## src/rtl/adc_lane_align_ctrl.sv

```systemverilog
// Training and alignment sequencer for one ADC channel's two 6-bit SERDES lanes.
// For each lane it resets the I/O, sweeps IDELAY taps to find the widest stable
// eye, loads the eye-centre tap, then bitslips until the lane word matches the
// training pattern.
module adc_lane_align_ctrl #(
  parameter logic [11:0] TRAIN_PATTERN = 12'hA5C,
  parameter int          SETTLE_CYCLES = 16,
  parameter int          CHECK_SAMPLES = 64,
  parameter int          MIN_EYE       = 4
) (
  input  logic        lclk,
  input  logic        rst,
  input  logic        start,
  input  logic [11:0] adc_bits,
  input  logic [4:0]  delay_tap_out_0,
  input  logic [4:0]  delay_tap_out_1,
  output logic [1:0]  in_delay_reset,
  output logic [4:0]  delay_tap_in_0,
  output logic [4:0]  delay_tap_in_1,
  output logic [1:0]  adc_bitslip,
  output logic [1:0]  adc_io_reset,
  output logic        busy,
  output logic        done,
  output logic        fail,
  output logic        fail_lane,
  output logic [4:0]  tap_result_0,
  output logic [4:0]  tap_result_1,
  output logic [2:0]  slip_count_0,
  output logic [2:0]  slip_count_1
);

  typedef enum logic [3:0] {
    S_IDLE, S_IORST, S_WAIT, S_LOAD, S_VERIFY, S_SAMPLE, S_EVAL,
    S_SLIPCHK, S_SLIP, S_LANE_DONE, S_DONE, S_FAIL
  } state_t;

  localparam logic [9:0] SETTLE_LAST = 10'(SETTLE_CYCLES - 1);
  localparam logic [9:0] CHECK_LAST  = 10'(CHECK_SAMPLES - 1);
  localparam logic [9:0] IORST_LAST  = 10'd3;
  localparam logic [5:0] MIN_EYE_W   = 6'(MIN_EYE);

  state_t      state, next_state, ret;
  logic [9:0]  cnt;
  logic        lane, centre;
  logic [4:0]  tap, cur_start, best_start;
  logic [5:0]  cur_len, best_len, ref_word;
  logic [2:0]  slip_cnt;
  logic [5:0]  word, pat_word, run_len;
  logic [4:0]  tap_now, run_start, centre_tap;
  logic        samp_mis, samp_end, last_tap;

  assign word       = lane ? adc_bits[11:6] : adc_bits[5:0];
  assign pat_word   = lane ? TRAIN_PATTERN[11:6] : TRAIN_PATTERN[5:0];
  assign tap_now    = lane ? delay_tap_out_1 : delay_tap_out_0;
  assign last_tap   = (tap == 5'd31);
  // First sample is the reference; any later deviation fails the tap.
  assign samp_mis   = (cnt != 10'd0) && (word != ref_word);
  assign samp_end   = samp_mis || (cnt == CHECK_LAST);
  assign run_len    = cur_len + 6'd1;
  assign run_start  = (cur_len == 6'd0) ? tap : cur_start;
  // best_start + best_len/2 stays inside the run, so it never exceeds 31.
  assign centre_tap = best_start + best_len[5:1];

  assign delay_tap_in_0 = lane ? 5'd0 : tap;
  assign delay_tap_in_1 = lane ? tap : 5'd0;

  // State register.
  always_ff @(posedge lclk or posedge rst) begin
    if (rst) state <= S_IDLE;
    else     state <= next_state;
  end

  // Next-state decode and per-lane strobes (only the active lane's bit).
  always_comb begin
    next_state     = state;
    in_delay_reset = 2'b00;
    adc_bitslip    = 2'b00;
    adc_io_reset   = 2'b00;
    case (state)
      S_IDLE:      if (start) next_state = S_IORST;
      S_IORST: begin
        adc_io_reset[lane] = 1'b1;
        if (cnt == IORST_LAST) next_state = S_WAIT;
      end
      S_WAIT:      if (cnt == SETTLE_LAST) next_state = ret;
      S_LOAD: begin
        in_delay_reset[lane] = 1'b1;
        next_state = S_WAIT;
      end
      S_VERIFY: begin
        if (tap_now != tap) next_state = S_FAIL;
        else if (centre)    next_state = S_SLIPCHK;
        else                next_state = S_SAMPLE;
      end
      S_SAMPLE:    if (samp_end) next_state = last_tap ? S_EVAL : S_LOAD;
      S_EVAL:      next_state = (best_len < MIN_EYE_W) ? S_FAIL : S_LOAD;
      S_SLIPCHK: begin
        if (word != pat_word)        next_state = (slip_cnt == 3'd5) ? S_FAIL : S_SLIP;
        else if (cnt == CHECK_LAST)  next_state = S_LANE_DONE;
      end
      S_SLIP: begin
        adc_bitslip[lane] = 1'b1;
        next_state = S_WAIT;
      end
      S_LANE_DONE: next_state = lane ? S_DONE : S_IORST;
      S_DONE:      next_state = S_IDLE;
      S_FAIL:      next_state = S_IDLE;
      default:     next_state = S_IDLE;
    endcase
  end

  // Sequencer datapath: timers, tap sweep, eye tracking, slips and results.
  always_ff @(posedge lclk or posedge rst) begin
    if (rst) begin
      cnt <= '0; ret <= S_IDLE; lane <= 1'b0; centre <= 1'b0; tap <= '0;
      cur_start <= '0; cur_len <= '0; best_start <= '0; best_len <= '0;
      ref_word <= '0; slip_cnt <= '0;
      busy <= 1'b0; done <= 1'b0; fail <= 1'b0; fail_lane <= 1'b0;
      tap_result_0 <= '0; tap_result_1 <= '0;
      slip_count_0 <= '0; slip_count_1 <= '0;
    end else begin
      cnt <= (next_state != state) ? 10'd0 : cnt + 10'd1;
      case (state)
        S_IDLE: if (start) begin
          busy <= 1'b1; done <= 1'b0; fail <= 1'b0; fail_lane <= 1'b0;
          tap_result_0 <= '0; tap_result_1 <= '0;
          slip_count_0 <= '0; slip_count_1 <= '0;
          lane <= 1'b0;
        end
        S_IORST: begin
          ret <= S_LOAD; tap <= '0; centre <= 1'b0; slip_cnt <= '0;
          cur_start <= '0; cur_len <= '0; best_start <= '0; best_len <= '0;
        end
        S_LOAD: ret <= S_VERIFY;
        S_SAMPLE: begin
          if (cnt == 10'd0) ref_word <= word;
          if (samp_end) begin
            if (samp_mis) cur_len <= '0;
            else begin
              cur_len   <= run_len;
              cur_start <= run_start;
              // Strictly greater: the first-found run wins on ties.
              if (run_len > best_len) begin
                best_len   <= run_len;
                best_start <= run_start;
              end
            end
            if (!last_tap) tap <= tap + 5'd1;
          end
        end
        S_EVAL: if (best_len >= MIN_EYE_W) begin
          tap    <= centre_tap;
          centre <= 1'b1;
          if (lane) tap_result_1 <= centre_tap;
          else      tap_result_0 <= centre_tap;
        end
        S_SLIP: begin
          ret      <= S_SLIPCHK;
          slip_cnt <= slip_cnt + 3'd1;
          if (lane) slip_count_1 <= slip_cnt + 3'd1;
          else      slip_count_0 <= slip_cnt + 3'd1;
        end
        S_LANE_DONE: if (!lane) lane <= 1'b1;
        S_DONE: begin
          done <= 1'b1; busy <= 1'b0;
        end
        S_FAIL: begin
          fail <= 1'b1; fail_lane <= lane; busy <= 1'b0;
        end
        default: ;
      endcase
    end
  end

endmodule
```

## config.mk

```make
export PLATFORM = sky130hd
export DESIGN_NAME = adc_lane_align_ctrl
export DESIGN_NICKNAME = d
export VERILOG_FILES = /design/src/rtl/adc_lane_align_ctrl.sv
export SDC_FILE = /design/constraint.sdc
export NUM_CORES = 1
export LEC_CHECK = 0
export CAP_MARGIN = 5
export CELL_PAD_IN_SITES_DETAIL_PLACEMENT = 1
export CELL_PAD_IN_SITES_GLOBAL_PLACEMENT = 2
export CORE_AREA = 3 3 96 143
export CTS_CLUSTER_SIZE = 25
export DETAILED_ROUTE_END_ITERATION = 7
export DIE_AREA = 0 0 99 146
export GPL_ROUTABILITY_DRIVEN = 0
export GPL_TIMING_DRIVEN = 1
export PLACE_DENSITY_LB_ADDON = 0.1
export SYNTH_ARGS = -nofsm -noshare
export SYNTH_HDL_FRONTEND = slang
export SYNTH_SLANG_ARGS = --single-unit
```

## constraint.sdc

```tcl
create_clock -name lclk -period 5.3 [get_ports lclk]
set_input_delay 0.53 -clock lclk [delete_from_list [all_inputs] [get_ports lclk]]
set_output_delay 0.53 -clock lclk [all_outputs]
set_load 0.02 [all_outputs]
```

==> impl.org <==
** Outcome
- Status :: finished clean

** GRT
- GR Overflow Total :: 0
- Global-route wire length before repair :: 22.1 mm
- The initial antenna violation count is 0.
- In the global route stage, met2 resource usage came out at 35.5%.
- The via count of the first global-routing pass is 4198.
- Met1 track utilization from global routing :: 22.1%
- Entering global routing, the biggest net connects 58 pins.
- Global-route met3 utilization :: 2.88%
- Gr usage total :: 19.2%
- In this run the most used layer during global routing was met2.

** CTS
- After clock tree synthesis, the flow added hold-fix buffers numbering 0.
- TritonCTS built the clock tree.
- In this run, CTS created clock tree buffers numbering 9.
- Buffer cell driving the clock tree root :: sky130_fd_sc_hd__clkbuf_16
- Count of buffers added by post-CTS timing repair for setup :: 0
- Clock sink total :: 74
- Post-CTS repair changed the size of 0 cells.
- Maximum level of the CTS H-tree :: 3
- CTS max path bufs :: 2
- CTS clock-pin slew for the worst setup and hold paths :: 60 ps
- For the worst-skew pair, the clock arrives at the later sink with an insertion delay of 340 ps.

** Die
- 61 I/O pins were placed.
- Starting density of the core :: 36.6%
- The floorplan step defined a core boundary enclosing 12600 um2.
- The floorplan has 50 rows.
- Horizontal die dimension :: 99 um
- The floorplan step defined a die boundary enclosing 14500 um2.
- Floorplan die height :: 146 um

** Power
- Cell-internal power :: 1030 uW
- Switching Share :: 35.2%
- Leakage power :: 0.00247 uW
- Combinational logic is responsible for 24.5% of the overall power.
- Switch Pwr :: 563 uW
- Maximum vdd ir drop :: 0.152 mV
- The share of total power dissipated in the clock network is 35.3%.
- Total power of the final layout :: 1600 uW
- Power Density :: 285 nW/um2
- Portion of total power attributed to sequential cells :: 40.2%

** Finish
- # diodes :: 0
- Fraction of layout cells with a size suffix above 1 :: 7.16%
- From synthesis to final layout, the design area changed by 21.8%.
- The net count of the finished layout is 612.

** Synthesis
- The Yosys step of the flow raised 0 warnings.
- Dominant combinational cell family by area after synthesis :: simple AND/OR/NAND/NOR gates
- Number of instances in the synthesized netlist :: 512
- Fraction of the mapped netlist area in compound gates :: 15.4%
- Of the synthesized area, sequential elements account for 40.2%.
- Counting flops with an async set or reset pin after synthesis yields a share of 100%.
- Post-synthesis instance area :: 4610 um2
- In this run, distinct cell masters in the synthesized netlist total 59.
- Counting flops and latches in the post-synthesis netlist gives 74.
- Number of flops mapped to enable cells by yosys :: 0
- Share of the synthesized netlist area taken by xor and xnor gates :: 6.47%
- Adder-cell area share of the yosys netlist :: 5.32%
- Mapped Avg Cell Area :: 9.00 um2
- The number of nets in the synthesized netlist is 556.
- Of the total synthesized cell area, the portion taken by AND, OR, NAND and NOR gates is 24.0%.
- In the synthesized netlist the dominant register cell turns out to be sky130_fd_sc_hd__dfrtp_1.
- Post-synthesis mux area share :: 4.59%

** Timing
- Setup violations remaining at the end of the flow were counted as 0.
- Max-slew violation total from the final report :: 0
- Across the routed clock network, the largest skew measured is 8.58 ps.
- Part of the cycle the worst path needs :: 61.6%
- Worst hold slack :: 478 ps
- Total negative slack :: 0 ps
- The number of failing hold endpoints at the final stage is 0.
- Static timing analysis puts the maximum clock frequency at 0.306 GHz.
- Crit path time final :: 3260 ps
- Setup repair after global routing left no endpoint under its margin.
- Measured against its own limit, the worst slew margin works out to 45.7%.
- At the pin with the least slew margin, the transition time is 803 ps.

** Routing
- Via count normalized by instance count :: 5.47
- DRC violations left :: 0
- Iteration-0 DRC Markers :: 109
- For this block, the via count after detailed routing is 3991.
- DRT antenna net count :: 0
- In the final routed layout, each cell accounts on average for 18.4 um.
- Routed wire length :: 13.4 mm
- First drt pass iteration count :: 4

** Setup path
- STA classifies the critical path startpoint as a flip-flop.
- Reg-to-reg setup timing slack :: 2060 ps
- STA puts the critical path data required time at 4770 ps.
- The worst register-to-register path has a depth of 6.
- The worst setup path is captured at an output port.
- RR Endpoint :: cnt[8]$_DFF_PP0_
- Data arrives at the worst endpoint at 2730 ps.
- In this run the critical register-to-register path is launched from state[0]$_DFF_PP0_.
- Of all nets on the critical path, the largest fanout is 24.
- The critical path is of the reg2out type.

** Place
- Detailed placement finished with a half-perimeter wire length of 10.2 mm.
- In this run the tool buffered the top-level ports with 60 buffer cells.

** Hold path
- The startpoint identified for the worst hold timing path is tap_result_0[1]$_DFFE_PP0P_.
- The worst hold path belongs to the class reg2reg.
- Worst hold path stage count :: 2
- Worst hold path endpoint :: tap_result_0[1]$_DFFE_PP0P_

** Flow run
- Total of max-cap violations :: 0
==> worst max-delay path: stages (launching register included) <==
cell and delay [ps]:
sky130_fd_sc_hd__dfrtp_1 670, sky130_fd_sc_hd__nor2_1 550, sky130_fd_sc_hd__nand2_1 310, sky130_fd_sc_hd__nor2_1 220, sky130_fd_sc_hd__clkdlybuf4s50_1 640
==> cells in the mapped netlist (3+ instances only) <==
library cell | count | area share, %
sky130_fd_sc_hd__nand4_1 | 16 | 2.2
sky130_fd_sc_hd__and3_1 | 10 | 1.4
sky130_fd_sc_hd__clkbuf_1 | 12 | 0.98
sky130_fd_sc_hd__buf_6 | 3 | 0.73
sky130_fd_sc_hd__o21ai_0 | 30 | 3.3
sky130_fd_sc_hd__nand2_1 | 85 | 6.9
sky130_fd_sc_hd__mux2i_1 | 11 | 2.4
sky130_fd_sc_hd__a21o_1 | 16 | 2.6
sky130_fd_sc_hd__mux2_2 | 9 | 2.2
sky130_fd_sc_hd__nor4_1 | 4 | 0.54
sky130_fd_sc_hd__xor2_1 | 8 | 1.5
sky130_fd_sc_hd__nor2_1 | 30 | 2.4
sky130_fd_sc_hd__inv_1 | 21 | 1.7
sky130_fd_sc_hd__buf_2 | 3 | 0.33
sky130_fd_sc_hd__a22o_1 | 9 | 1.7
sky130_fd_sc_hd__a31oi_1 | 5 | 0.68
sky130_fd_sc_hd__nor3_1 | 14 | 1.5
sky130_fd_sc_hd__ha_1 | 18 | 4.9
sky130_fd_sc_hd__dfrtp_1 | 74 | 40
sky130_fd_sc_hd__and2_1 | 6 | 0.82
sky130_fd_sc_hd__nand2b_1 | 8 | 1.1
sky130_fd_sc_hd__xnor2_1 | 21 | 4.0
sky130_fd_sc_hd__a21oi_1 | 23 | 2.5
sky130_fd_sc_hd__nand3_1 | 25 | 2.7
sky130_fd_sc_hd__nor2b_1 | 9 | 1.2
==> cell usage in the layout (no fill, tap or decap), drive strengths merged, types with 10 or more instances in the layout <==
master,count
nand3,25
dfrtp,74
nand2,85
xnor2,22
a21oi,23
nor3,15
inv,21
nand4,16
ha,18
mux2i,11
clkdlybuf4s50,60
a21o,16
o21ai,32
and3,10
nor2,30
clkbuf,10
==> layout make-up <==
cell class / instances / area [um2]
Timing Repair Buffer: 65 / 638
Fill cell: 1449 / 6960
Tap cell: 156 / 195
Multi-Input combinational cell: 396 / 2570
Clock inverter: 6 / 43.8
Clock buffer: 10 / 229
Sequential cell: 74 / 1850
Inverter: 22 / 82.6
==> worst max-delay path by stage <==
stage	cells after the start	end	startpoint	slack (ps)
final	4	adc_io_reset[1]	state[2]$_DFF_PP0_	2040
after floorplan	1	best_len[0]$_DFFE_PP0P_	rst	2890
after global placement	6	cnt[1]$_DFF_PP0_	state[2]$_DFF_PP0_	2180
after CTS	4	adc_io_reset[1]	state[2]$_DFF_PP0_	1990
after detailed placement	6	cnt[2]$_DFF_PP0_	state[2]$_DFF_PP0_	2040
after global routing	6	cnt[1]$_DFF_PP0_	state[0]$_DFF_PP0_	1750
==> flip-flops by register name, summed over array words and instances, names as in the netlist, 2 cells and up <==
register,cells
cnt,10
best_len,6
cur_len,6
ref_word,6
best_start,5
cur_start,5
tap,5
tap_result_0,5
tap_result_1,5
state,4
slip_cnt,3
slip_count_0,3
slip_count_1,3
ret,2
==> metrics by stage <==
stage          std cells  setup slack [ps]  cell area [um2]  utilization (%)
2_1_floorplan        512              2890             4610                -
4_1_cts              729              1990             5610             44.6
5_1_grt              729              1750             5610             44.6
3_3_place_gp         713              2180             5340             42.4
3_5_place_dp         713              2040             5340             42.4
6_report             729              2040             5610             44.6
==> routing by layer <==
layer | vias up | wire length, um
li1 | 1913 | -
met1 | 2006 | 5470
met2 | 58 | 7450
met3 | 14 | 310
met4 | 0 | 208
met5 | - | 0
==> power by group through the flow <==
stage | logic (uW) | clock network [uW] | registers (uW)
after global placement | 391 | 0 | 648
final | 392 | 564 | 642
after CTS | 402 | 583 | 642
after global routing | 436 | 607 | 646
after floorplan | 302 | 0 | 610
after detailed placement | 399 | 0 | 651
==> kinds of logic after synthesis <==
| logic type | after synthesis |
|---|---|
| buf+inv | 42 |
| simple gates | 220 |
| mux | 20 |
| fa+ha+maj | 19 |
| compound gates | 106 |
| xor+xnor | 31 |
| flops | 74 |
Power figures use the tool's default switching activity.
